## src/rtl/tone_pkg.sv

```systemverilog
// Shared types for the tone sequencer: state encoding, note-word fields and the pitch table.
// Pure definitions; no timing or flow control of its own.
package tone_pkg;

    typedef enum logic [2:0] {
        ST_IDLE  = 3'd0,
        ST_FETCH = 3'd1,
        ST_WAIT  = 3'd2,
        ST_PLAY  = 3'd3,
        ST_NEXT  = 3'd4
    } state_e;

    localparam int ADDR_W  = 12;
    localparam int DATA_W  = 8;
    localparam int DUR_W   = 4;
    localparam int PITCH_W = 4;
    localparam int HP_W    = 17;
    localparam int CNT_W   = 32;

    // Half-period counts at 50 MHz, chromatic C4..D5; entry 0 is a rest and never used.
    localparam logic [HP_W-1:0] HALF_PERIOD [16] = '{
        17'd0,     17'd95420, 17'd90253, 17'd85034,
        17'd80386, 17'd75758, 17'd71633, 17'd67568,
        17'd63776, 17'd60241, 17'd56818, 17'd53648,
        17'd50607, 17'd47801, 17'd45126, 17'd42589
    };

    function automatic logic [HP_W-1:0] half_period(input logic [PITCH_W-1:0] pitch,
                                                    input int unsigned     shift);
        return HALF_PERIOD[pitch] >> shift;
    endfunction

endpackage

```

## src/rtl/tone_gen.sv

```systemverilog
// Square-wave divider: output starts low when enabled and toggles every half period of the pitch.
// Output is registered toggle masked by enable, so it drops in the same cycle enable falls.
module tone_gen
    import tone_pkg::*;
#(
    parameter int unsigned HP_SHIFT = 0
) (
    input  logic               clk_i,
    input  logic               rst_ni,
    input  logic               enable_i,
    input  logic [PITCH_W-1:0] pitch_i,
    output logic               buzz_o
);

    logic [HP_W-1:0] cnt_q, cnt_d;
    logic [HP_W-1:0] hp;
    logic            tog_q, tog_d;

    always_comb begin
        hp    = half_period(pitch_i, HP_SHIFT);
        cnt_d = cnt_q;
        tog_d = tog_q;
        // Disabled or rest: hold the divider cleared so every note restarts from phase zero.
        if (!enable_i || pitch_i == '0) begin
            cnt_d = '0;
            tog_d = 1'b0;
        end else if (cnt_q == hp - HP_W'(1)) begin
            cnt_d = '0;
            tog_d = ~tog_q;
        end else begin
            cnt_d = cnt_q + HP_W'(1);
        end
    end

    always_ff @(posedge clk_i) begin
        if (!rst_ni) begin
            cnt_q <= '0;
            tog_q <= 1'b0;
        end else begin
            cnt_q <= cnt_d;
            tog_q <= tog_d;
        end
    end

    assign buzz_o = tog_q & enable_i;

endmodule

```

## src/rtl/tone_sequencer.sv

```systemverilog
// Plays note words from an external ROM (1-cycle read latency) as a buzzer tone; no backpressure.
// Optional TONE_SEQ_LOOP_EN repeats the start..stop range until interrupt, start or reset.
module tone_sequencer
    import tone_pkg::*;
#(
    parameter int unsigned BEAT_TICKS = 6250000,
    parameter int unsigned HP_SHIFT   = 0
) (
    input  logic              clk_i,
    input  logic              rst_ni,
    input  logic              start_i,
    input  logic [ADDR_W-1:0] start_addr_i,
    input  logic [ADDR_W-1:0] stop_addr_i,
    input  logic              interrupt_i,
    output logic [ADDR_W-1:0] rom_addr_o,
    input  logic [DATA_W-1:0] rom_data_i,
    output logic              busy_o,
    output logic              buzz_o
);

    localparam logic [CNT_W-1:0] BEAT = CNT_W'(BEAT_TICKS);

    state_e             state_q, state_d;
    logic [ADDR_W-1:0]  addr_q, addr_d;
    logic [ADDR_W-1:0]  stop_q, stop_d;
    logic [PITCH_W-1:0] pitch_q, pitch_d;
    logic [CNT_W-1:0]   play_cnt_q, play_cnt_d;
    logic [DUR_W-1:0]   rom_dur;
`ifdef TONE_SEQ_LOOP_EN
    logic [ADDR_W-1:0]  start_q, start_d;
`endif

    assign rom_dur = rom_data_i[DATA_W-1 -: DUR_W];

    always_comb begin
        state_d    = state_q;
        addr_d     = addr_q;
        stop_d     = stop_q;
        pitch_d    = pitch_q;
        play_cnt_d = play_cnt_q;
`ifdef TONE_SEQ_LOOP_EN
        start_d    = start_q;
`endif
        if (state_q != ST_IDLE && interrupt_i) begin
            state_d = ST_IDLE;
        end else if (start_i && !interrupt_i) begin
            // Also a retrigger when busy: the current note is simply abandoned.
            state_d = ST_FETCH;
            addr_d  = start_addr_i;
            stop_d  = stop_addr_i;
`ifdef TONE_SEQ_LOOP_EN
            start_d = start_addr_i;
`endif
        end else begin
            unique case (state_q)
                ST_FETCH: state_d = ST_WAIT;
                ST_WAIT: begin
                    pitch_d = rom_data_i[PITCH_W-1:0];
                    if (rom_dur == '0) begin
                        state_d = ST_NEXT;
                    end else begin
                        state_d    = ST_PLAY;
                        play_cnt_d = CNT_W'(rom_dur) * BEAT - CNT_W'(1);
                    end
                end
                ST_PLAY: begin
                    if (play_cnt_q == '0) begin
                        state_d = ST_NEXT;
                    end else begin
                        play_cnt_d = play_cnt_q - CNT_W'(1);
                    end
                end
                ST_NEXT: begin
                    if (addr_q == stop_q) begin
`ifdef TONE_SEQ_LOOP_EN
                        state_d = ST_FETCH;
                        addr_d  = start_q;
`else
                        state_d = ST_IDLE;
`endif
                    end else begin
                        state_d = ST_FETCH;
                        addr_d  = addr_q + ADDR_W'(1);
                    end
                end
                default: state_d = ST_IDLE;
            endcase
        end
    end

    always_ff @(posedge clk_i) begin
        if (!rst_ni) begin
            state_q    <= ST_IDLE;
            addr_q     <= '0;
            stop_q     <= '0;
            pitch_q    <= '0;
            play_cnt_q <= '0;
`ifdef TONE_SEQ_LOOP_EN
            start_q    <= '0;
`endif
        end else begin
            state_q    <= state_d;
            addr_q     <= addr_d;
            stop_q     <= stop_d;
            pitch_q    <= pitch_d;
            play_cnt_q <= play_cnt_d;
`ifdef TONE_SEQ_LOOP_EN
            start_q    <= start_d;
`endif
        end
    end

    tone_gen #(
        .HP_SHIFT (HP_SHIFT)
    ) u_tone_gen (
        .clk_i    (clk_i),
        .rst_ni   (rst_ni),
        .enable_i (state_q == ST_PLAY),
        .pitch_i  (pitch_q),
        .buzz_o   (buzz_o)
    );

    assign rom_addr_o = addr_q;
    assign busy_o     = (state_q != ST_IDLE);

endmodule
```

## config.mk

```make
export PLATFORM = sky130hd
export DESIGN_NAME = tone_sequencer
export DESIGN_NICKNAME = d
export VERILOG_FILES = /design/src/rtl/tone_pkg.sv /design/src/rtl/tone_gen.sv /design/src/rtl/tone_sequencer.sv
export SDC_FILE = /design/constraint.sdc
export NUM_CORES = 1
export LEC_CHECK = 0
export CAP_MARGIN = 20
export CORE_MARGIN = 2
export CORE_UTILIZATION = 61
export CTS_CLUSTER_DIAMETER = 50
export CTS_CLUSTER_SIZE = 14
export DETAILED_ROUTE_END_ITERATION = 10
export PLACE_DENSITY = 0.91
export SKIP_LAST_GASP = 1
export SYNTH_ARGS = -nofsm -noshare
export SYNTH_HDL_FRONTEND = slang
export SYNTH_SLANG_ARGS = --single-unit
export TNS_END_PERCENT = 5
```

## constraint.sdc

```tcl
create_clock -name clk_i -period 6.2 [get_ports clk_i]
set_input_delay 0.93 -clock clk_i [delete_from_list [all_inputs] [get_ports clk_i]]
set_output_delay 0.93 -clock clk_i [all_outputs]
set_load 0.02 [all_outputs]
```

# Yosys cells after proc, flatten, opt, wreduce, memory -nomap -nowiden
# Memory sizes are Yosys's and may differ from the RTL's.
# Index checks and enable logic that the tools add are counted.
[totals]
regBits = 81
rom_bits = 272
in_bits = 36
output_inout_bits = 14
word_cells = 65
memories = 1
[op_classes]
add_sub_neg = 5
mul = 1
magnitude_cmp = 1
eq_ne = 11
n_mux = 13
n_bitwise = 6
n_reduce_logical = 19
[memory_table]
columns = ["name", "words", "width", "rd", "rd_clocked_by_memory_dff", "write_ports", "line", "rtl"]
rows = [
  ["(no name shown)", 16, 17, 1, 0, 0, "tone_pkg.sv:30", "return HALF_PERIOD[pitch] >> shift;"],
]
[ops]
columns = ["op", "count"]
rows = [
  ["$mux 32", 2],
  ["$pmux 32 s2", 1],
  ["$mux 12", 3],
  ["$mux 17", 2],
  ["$logic_not 32->1", 1],
  ["$sub 32x1->32 const B", 1],
  ["$sub 27x1->28 const B", 1],
  ["$mul 4x19->23 const B", 1],
  ["$add 17x1->17 const B", 1],
  ["$eq 17x17->1", 1],
  ["$sub 17x1->17 const B", 1],
  ["$add 12x1->12 const B", 1],
  ["$eq 12x12->1", 1],
  ["$pmux 3 s4", 1],
  ["$logic_not 4->1", 2],
  ["$ne 2x2->1 const B", 4],
  ["$eq 3x2->1 const B", 2],
  ["$mux 3", 2],
  ["$reduce_and 3->1", 2],
  ["$reduce_or 3->1", 2],
  ["$ge 5x5->1 const B", 1],
  ["$not 4->5", 1],
  ["$reduce_and 5->1", 1],
  ["$not 1->1", 4],
  ["other kinds (12)", 17],
]

# Longest topological paths before layout
# Gate-level depths: netlist of the first run.
[depth]
word_depth = 7
mapped_depth = 14
depth_no_buf = 14

# Cells and area by module
# From an unflattened synthesis of the first run, not the netlist that was laid out.
[unflattened]
cells_unflattened = 896
hier_area_um2 = 6872.8
[by_module_without_submodules]
columns = ["module", "n_inst", "cells_each", "area_per_inst_um2", "seq_area_each_um2"]
rows = [
  ["tone_sequencer", 1, 658, 5003.5, 1261.2],
  ["tone_gen", 1, 238, 1869.3, 360.3],
]

# Least setup slack after synthesis of the first run
# OpenSTA, ideal clock, no wires.
[synth_path]
path_type = "input -> register"
from = "in rom_data_i[5]"
to = "reg play_cnt_q[29]"
setup_time_ns = 0.058
t_arrival_ns = 4.627
required_ns = 6.142
slack_ns = 1.515
stages = 12
n_path_buf = 0
path_cell_list = "fa_1 > fa_1 > inv_1 > fa_1 > nand2b_1 > a21oi_1 > xnor2_1 > o2111ai_1 > a211o_1 > a2111o_1 > nor4_4 > o221a_2"
[synth_between]
elab_chain_cells = 4
word_cells_on_any_way = 7
[synth_lines]
columns = ["item", "line", "rtl"]
rows = [
  ["start: declaration", "tone_sequencer.sv:16", "input logic [DATA_W-1:0] rom_data_i,"],
  ["$mul 4x19->23", "tone_sequencer.sv:63", "play_cnt_d = CNT_W'(rom_dur) * BEAT - CNT_W'(1);"],
  ["$sub 27x1->28", "tone_sequencer.sv:63", ""],
  ["$mux 32", "tone_sequencer.sv:59", "if (rom_dur == '0) begin"],
  ["$pmux 32 s2", "tone_sequencer.sv:55", "unique case (state_q)"],
  ["end signal: assignment", "tone_sequencer.sv:106", "play_cnt_q <= play_cnt_d;"],
  ["end: declaration", "tone_sequencer.sv:27", "logic [CNT_W-1:0] play_cnt_q, play_cnt_d;"],
]
# Parallel ways exist; a longest one is shown, timed or not. The select of a mux whose other input is x is not followed.
# A chain may end at the register's enable or synchronous reset.

# Final worst setup path of the first run
[layout_path]
from = "in rom_data_i[6]"
to = "reg play_cnt_q[29]"
# The elaborated chain is that of the path after synthesis.

==> metrics.txt, run 1 <==
R2R Path Start=pitch_q[1]$_SDFFE_PN0P_; worst-path fanout max=7; top cells by area in the synthesized netlist=dfxtp_1 (23%), ha_1 (6.4%), xnor2_1 (5.6%); Setup crit start kind=input port; RSZ-0062 raised after global routing=false; critical path class=in -> reg; Mapped Nets=977; crit-path cells=clkdlybuf4s50_1, fa_1, fa_1, inv_1, fa_1, nand2b_1, a21oi_1, xnor2_1, o2111ai_1, a211o_1, a2111o_1, nor4_4, o221a_2; measured slew at the worst slew-check pin=941 ps; DR vias=about 6,900; clk sinks=81; P&R area growth vs syn=10.8%; Final #Nets=999; Worst VDD drop=0.176 mV; CTS buffer count=9; DR WL/cell=16.6 um; status=finished clean; die area=12,400 um2; post-synthesis simple-gate area fraction=26.8%; Max clock buf depth=2; CTS Root Cell=clkbuf_16; Power Total=1.69 mW; width of the die=111 um; total of max-cap violations=0; Clock Skew=9.66 ps; final setup violation count=0; IO buf count=49; Syn Inst Count=897; worst setup path end=play_cnt_q[29]$_SDFFE_PN0P_; H-Tree Depth=3; Synth top area share=around 23%; Die Y=approximately 110 um; period utilization=85.5%; Crit-path slowest cell=clkdlybuf4s50_1; Worst path most repeated cell=fa_1; EDFF count, synth=0; post-CTS setup buffer count=0; clk_lat worst skew=350 ps; Slew HR=a little under two fifths; cells on worst reg2reg path=12; Lkg Pwr=between 3 and 4 nW; Worst R2R End=u_tone_gen.cnt_q[2]$_SDFF_PP0_; core box area=approximately 11,000 um2; vias in the first global route=6,436; num rows=39; r2r setup slk=2090 ps; Primary FF master, synth=dfxtp_1; Async SR Flop Fraction=0%; Vias/cell=6.46; worst min path class=reg -> reg; synth warn=0; Seq/Total Area, Yosys=a little under a quarter; total track usage=28.0%; largest family of logic cells by synthesized area=simple AND/OR/NAND/NOR gates; Clock Pin Slew Worst Setup and Hold Paths=60 ps; layout cells sized above 1=7.03%; DRC Markers=0; n_diodes=0; xor/xnor share of the synthesized area=9.01%; initial antenna violation count=0; Initial Util=approximately 62%; dpl hpwl=approximately 13 mm; pwr dens=~220 nW/um2; gr ovfl total=0; Synth area leader=dfxtp_1; largest net degree at the start of global routing=68; Pre-antenna DRT Iters=8; Final ANT Viol Nets=0; Mapped Area=a little over 7000 um2; Tmin final=5300 ps; post-synth cell types=100; crit path capture type=flip-flop; Compound-Gate Fraction of Synth Area=24.7%; CTS tree=yes; Critical Path RT=6500 ps; Detailed Route Iter0 Violations=775; first-pass GRT wire length=~30 mm; Max stage delay on crit path=670 ps; CP arrival=5600 ps; Pins Over Slew Limit=0; Avg Cell Area, Syn=7.85 um2; CTS resizes=0; placer congestion estimate=0.953; post-synthesis adder-cell area fraction=8.67%; number of synthesized register bits=81; Ports=50; Post-CTS Hold Buffers=0; Final Hold Vio Count=0; crit path launch=rom_data_i[6]; routed wire length=between 15 and 20 mm; multiplexer area fraction after synthesis=2.61%; Setup Total Neg Slack=0 ps; Fmax achieved=189 MHz
[metal layers]
metal,share of wire (%),up-vias,track usage [%]
met5,0,-,0
met4,2.5,0,10.1
met3,6.3,44,4.35
met2,48,291,48.3
met1,43,3243,35.7
li1,-,3320,-
[where the power goes]
| part | leakage, nW | switching, mW | total [mW] | internal, mW |
|---|---|---|---|---|
| combinational | 2.25 | 0.377 | 0.647 | 0.270 |
| clock | 0.122 | 0.221 | 0.491 | 0.270 |
| sequential | 0.656 | 0.0172 | 0.550 | 0.533 |
| total | 3.03 | 0.615 | 1.69 | 1.07 |
[sequential cells by signal (all words and copies together), names as in the netlist]
name,flops
play_cnt_q,32
u_tone_gen.cnt_q,17
rom_addr_o,12
stop_q,12
pitch_q,4
state_q,3
u_tone_gen.tog_q,1
[worst max-delay path, delay by kind of cell]
family	cells	cell delay [ps]
adders and majority gates	3	1600
AOI/OAI and AO/OA	5	1600
and+or+nand+nor	2	540
buffers and inverters	2	750
xor gates and xnor gates	1	180
[synth_stat cells, types with 10 or more instances]
library cell  instances
a21oi_1              61
xor2_1               23
inv_1                30
and3_1               15
nand4_1              12
o21ai_0              59
dfxtp_1              81
ha_1                 36
nor4_1               14
nand2b_1             10
nor2b_1              23
nand3_1              30
clkbuf_1             28
a31oi_1              15
nor2_1               77
nand2_1              88
o211ai_1             11
xnor2_1              45
nor3_1               31
a21boi_0             17
[cells by family after synthesis]
logic type	count (synthesis)
fa+ha+maj	44
xor+xnor	70
mux	14
compound gates	253
simple gates	357
buf+inv	78
flops	81
[metrics by stage]
| step | instances | cell area (um2) | util [%] | hold slack (ps) | setup slack, ps |
|---|---|---|---|---|---|
| after floorplan | 897 | 7040 | - | 452 | 1510 |
| after global placement | 1051 | 7530 | 66.5 | 465 | 672 |
| after detailed placement | 1051 | 7530 | 66.5 | 474 | 546 |
| after CTS | 1067 | 7800 | 68.9 | 482 | 888 |
| after global routing | 1067 | 7800 | 68.9 | 509 | 647 |
| final | 1067 | 7800 | 68.9 | 479 | 898 |
[how the worst min path moves through the flow]
stage	start	to	slack (ps)	depth (start not counted)
after floorplan	u_tone_gen.tog_q$_SDFFE_PP0P_	u_tone_gen.tog_q$_SDFFE_PP0P_	450	2
after global placement	stop_q[0]$_SDFFE_PN0P_	stop_q[0]$_SDFFE_PN0P_	460	2
after detailed placement	stop_q[9]$_SDFFE_PN0P_	stop_q[9]$_SDFFE_PN0P_	470	2
after CTS	stop_q[9]$_SDFFE_PN0P_	stop_q[9]$_SDFFE_PN0P_	480	2
after global routing	stop_q[9]$_SDFFE_PN0P_	stop_q[9]$_SDFFE_PN0P_	510	2
final	stop_q[9]$_SDFFE_PN0P_	stop_q[9]$_SDFFE_PN0P_	480	2
[cell type report]
cell class	instances	area, um2
clock buffers	11	233
flip-flops and latches	81	1620
repair buffers	57	546
inverters	32	120
fillers	872	3520
clock inverters	5	32.5
well taps	143	179
multi-input cells	738	5070
[layout by cell type (no fill, tap or decap), types with 10 or more instances in the layout]
cell type,instances
a21boi_0,17
a21oi_1,61
a31oi_1,15
and3_1,15
clkdlybuf4s50_1,48
dfxtp_1,81
ha_1,36
inv_1,30
nand2_1,88
nand2b_1,10
nand3_1,30
nand4_1,12
nor2_1,77
nor2b_1,23
nor3_1,31
nor4_1,14
o211ai_1,11
o21ai_0,59
xnor2_1,45
xor2_1,23
Power figures use the tool's default switching activity.
==> run 2: changes to the inputs <==
Settings changed: CTS_CLUSTER_SIZE 14 to unset.
==> results of run 2 <==
Same layout as run 1: the final DEF is identical, and so are final timing and power.
==> run 3: changes to the inputs <==
Settings changed: PLACE_DENSITY 0.91 to 0.92, SLEW_MARGIN set to 0.
==> metrics.txt, run 3 (synthesis results as in run 1) <==
CP arrival=5560 ps (was 5600 ps); total track usage=28.6% (was 28.0%); vias in the first global route=6,468 (was 6,436); Pre-antenna DRT Iters=6 (was 8); IO buf count=49 (unchanged); Final #Nets=1,000 (was 999); Post-CTS Hold Buffers=0 (unchanged); clk_lat worst skew=340 ps (was 350 ps); DRC Markers=0 (unchanged); total of max-cap violations=0 (unchanged); RSZ-0062 raised after global routing=false (unchanged); Detailed Route Iter0 Violations=786 (was 775); Worst path most repeated cell=fa_1 (unchanged); num rows=39 (unchanged); P&R area growth vs syn=11.6% (was 10.8%); most frequent cells in the layout=nand2_1 (88), dfxtp_1 (81), nor2_1 (77), a21oi_1 (61), o21ai_0 (59) (unchanged); Tmin final=5290 ps (was 5300 ps); sw frac=34.7% (was 36.4%); clock group share of total power=32.3% (was 29.1%); max reg flops=32 (unchanged); DR vias=6,971 (was 6,898); Crit-path slowest cell=clkdlybuf4s50_1 (unchanged); DR WL/cell=16.9 um (was 16.6 um); core box area=11,300 um2 (unchanged); period utilization=85.3% (was 85.5%); Clock Pin Slew Worst Setup and Hold Paths=60 ps (about the same); gr ovfl total=0 (unchanged); worst min path class=reg -> reg (unchanged); Post-DP Area=7540 um2 (was 7530 um2); Vias/cell=6.53 (was 6.46); largest net degree at the start of global routing=68 (unchanged); Fmax achieved=189 MHz (about the same); Final Hold Vio Count=0 (unchanged); first-pass GRT wire length=30.2 mm (was 29.6 mm); final instance area=7860 um2 (was 7800 um2); Flop pwr share=31.1% (was 32.6%); status=finished clean (unchanged); layout cells sized above 1=7.35% (was 7.03%); routed wire length=18.1 mm (was 17.7 mm); measured slew at the worst slew-check pin=967 ps (was 941 ps); Max stage delay on crit path=660 ps (was 670 ps); net switching power=0.614 mW (was 0.615 mW); Comb power frac=36.7% (was 38.3%); critical path class=in -> reg (unchanged); clk sinks=81 (unchanged); Max clock buf depth=2 (unchanged); Final ANT Viol Nets=0 (unchanged); R2R Path Start=pitch_q[0]$_SDFFE_PN0P_ (was pitch_q[1]$_SDFFE_PN0P_); Clock Skew=8.43 ps (was 9.66 ps); crit path launch=rom_data_i[6] (unchanged); H-Tree Depth=3 (unchanged); commonest non-fill, non-tap cell in the layout=nand2_1 (unchanged); crit-path cells=clkdlybuf4s50_1, fa_1, fa_1, inv_1, fa_1, nand2b_1, a211oi_2, o22a_2, xor2_1, a21oi_1, a2111o_1, nor4_4, o221a_1 (was clkdlybuf4s50_1, fa_1, fa_1, inv_1, fa_1, nand2b_1, a21oi_1, xnor2_1, o2111ai_1, a211o_1, a2111o_1, nor4_4, o221a_2); CTS resizes=0 (unchanged); CTS tree=yes (unchanged); placer congestion estimate=0.957 (was 0.953); Ports=50 (unchanged); Die Y=111 um (unchanged); hold_sp=stop_q[11]$_SDFFE_PN0P_ (was stop_q[9]$_SDFFE_PN0P_); biggest regs=play_cnt_q x32, u_tone_gen.cnt_q x17 (unchanged); Critical Path RT=6480 ps (was 6500 ps); register bank with the most flops=play_cnt_q (unchanged); Setup Total Neg Slack=0 ps (unchanged); post-CTS setup buffer count=0 (unchanged); Setup crit start kind=input port (unchanged); width of the die=111 um (unchanged); pwr dens=225 nW/um2 (was 217 nW/um2); CTS Root Cell=clkbuf_16 (unchanged); Lkg Pwr=3.06 nW (was 3.03 nW); final setup violation count=0 (unchanged); Pins Over Slew Limit=0 (unchanged); Internal=1.16 mW (was 1.07 mW); n_diodes=0 (unchanged); crit path capture type=flip-flop (unchanged); Initial Util=62.2% (unchanged); CTS buffer count=9 (unchanged); die area=12,400 um2 (unchanged); dpl hpwl=12.3 mm (was 12.6 mm); Slew HR=35.3% (was 37.3%); worst-path fanout max=7 (unchanged); initial antenna violation count=0 (unchanged); Worst VDD drop=0.186 mV (was 0.176 mV)
[run 3: cell count changes in the layout (fill, tap and decap cells not counted), sizes merged]
cell / before / now
inv: 32 / 33
bufinv: 0 / 2
clkinvlp: 3 / 2
buf: 9 / 10
clkbuf: 11 / 9
[run 3: critical path: cells and delay by family]
family | cells | cell delay, ps
AND/OR/NAND/NOR | 2 | 550
XOR/XNOR | 1 | 370
buffers and inverters | 2 | 740
AO/OA/AOI/OAI | 5 | 1360
adder cells (fa/ha/maj) | 3 | 1600
[run 3: per-stage QoR]
step | setup WS [ps] | util [%] | cells | total power [mW] | hold slack, ps
finish | 912 | 69.4 | 1068 | 1.77 | 475
global route | 682 | 69.4 | 1068 | 1.86 | 505
CTS | 904 | 69.4 | 1068 | 1.76 | 478
detailed placement | 549 | 66.6 | 1052 | 1.19 | 470
global placement | 671 | 66.6 | 1052 | 1.17 | 466
floorplan | 1510 | - | 897 | 1.05 | 452
[run 3: path summary, 6_finish.rpt]
path                               endpoint  slack (ps)  depth (start not counted)
max reg2reg  u_tone_gen.cnt_q[2]$_SDFF_PP0_        1810                         12
max             play_cnt_q[31]$_SDFFE_PN0P_         910                         13
min                 stop_q[11]$_SDFFE_PN0P_         480                          2
min reg2reg         stop_q[11]$_SDFFE_PN0P_         480                          2
[run 3: metal layers]
metal	routed length, um	part of all wire [%]	GRT usage (%)
met1	7610	42	35.8
met3	1170	6.4	3.70
met2	8730	48	49.3
met5	0	0	0
met4	592	3.3	13.3
[run 3: area by class of cell]
cell class / count / area [um2]
clock inverters: 7 / 93.8
clock buffers: 9 / 225
multi-input cells: 738 / 5070
well taps: 143 / 179
repair buffers: 58 / 553
flip-flops and latches: 81 / 1620
inverters: 32 / 120
fillers: 829 / 3460
[run 3: power groups by stage]
stage	sequential, mW	combinational (mW)	clock [mW]
2_1_floorplan	0.562	0.483	0
3_3_place_gp	0.560	0.612	0
3_5_place_dp	0.561	0.630	0
4_1_cts	0.549	0.637	0.578
5_1_grt	0.552	0.709	0.599
6_report	0.550	0.649	0.571
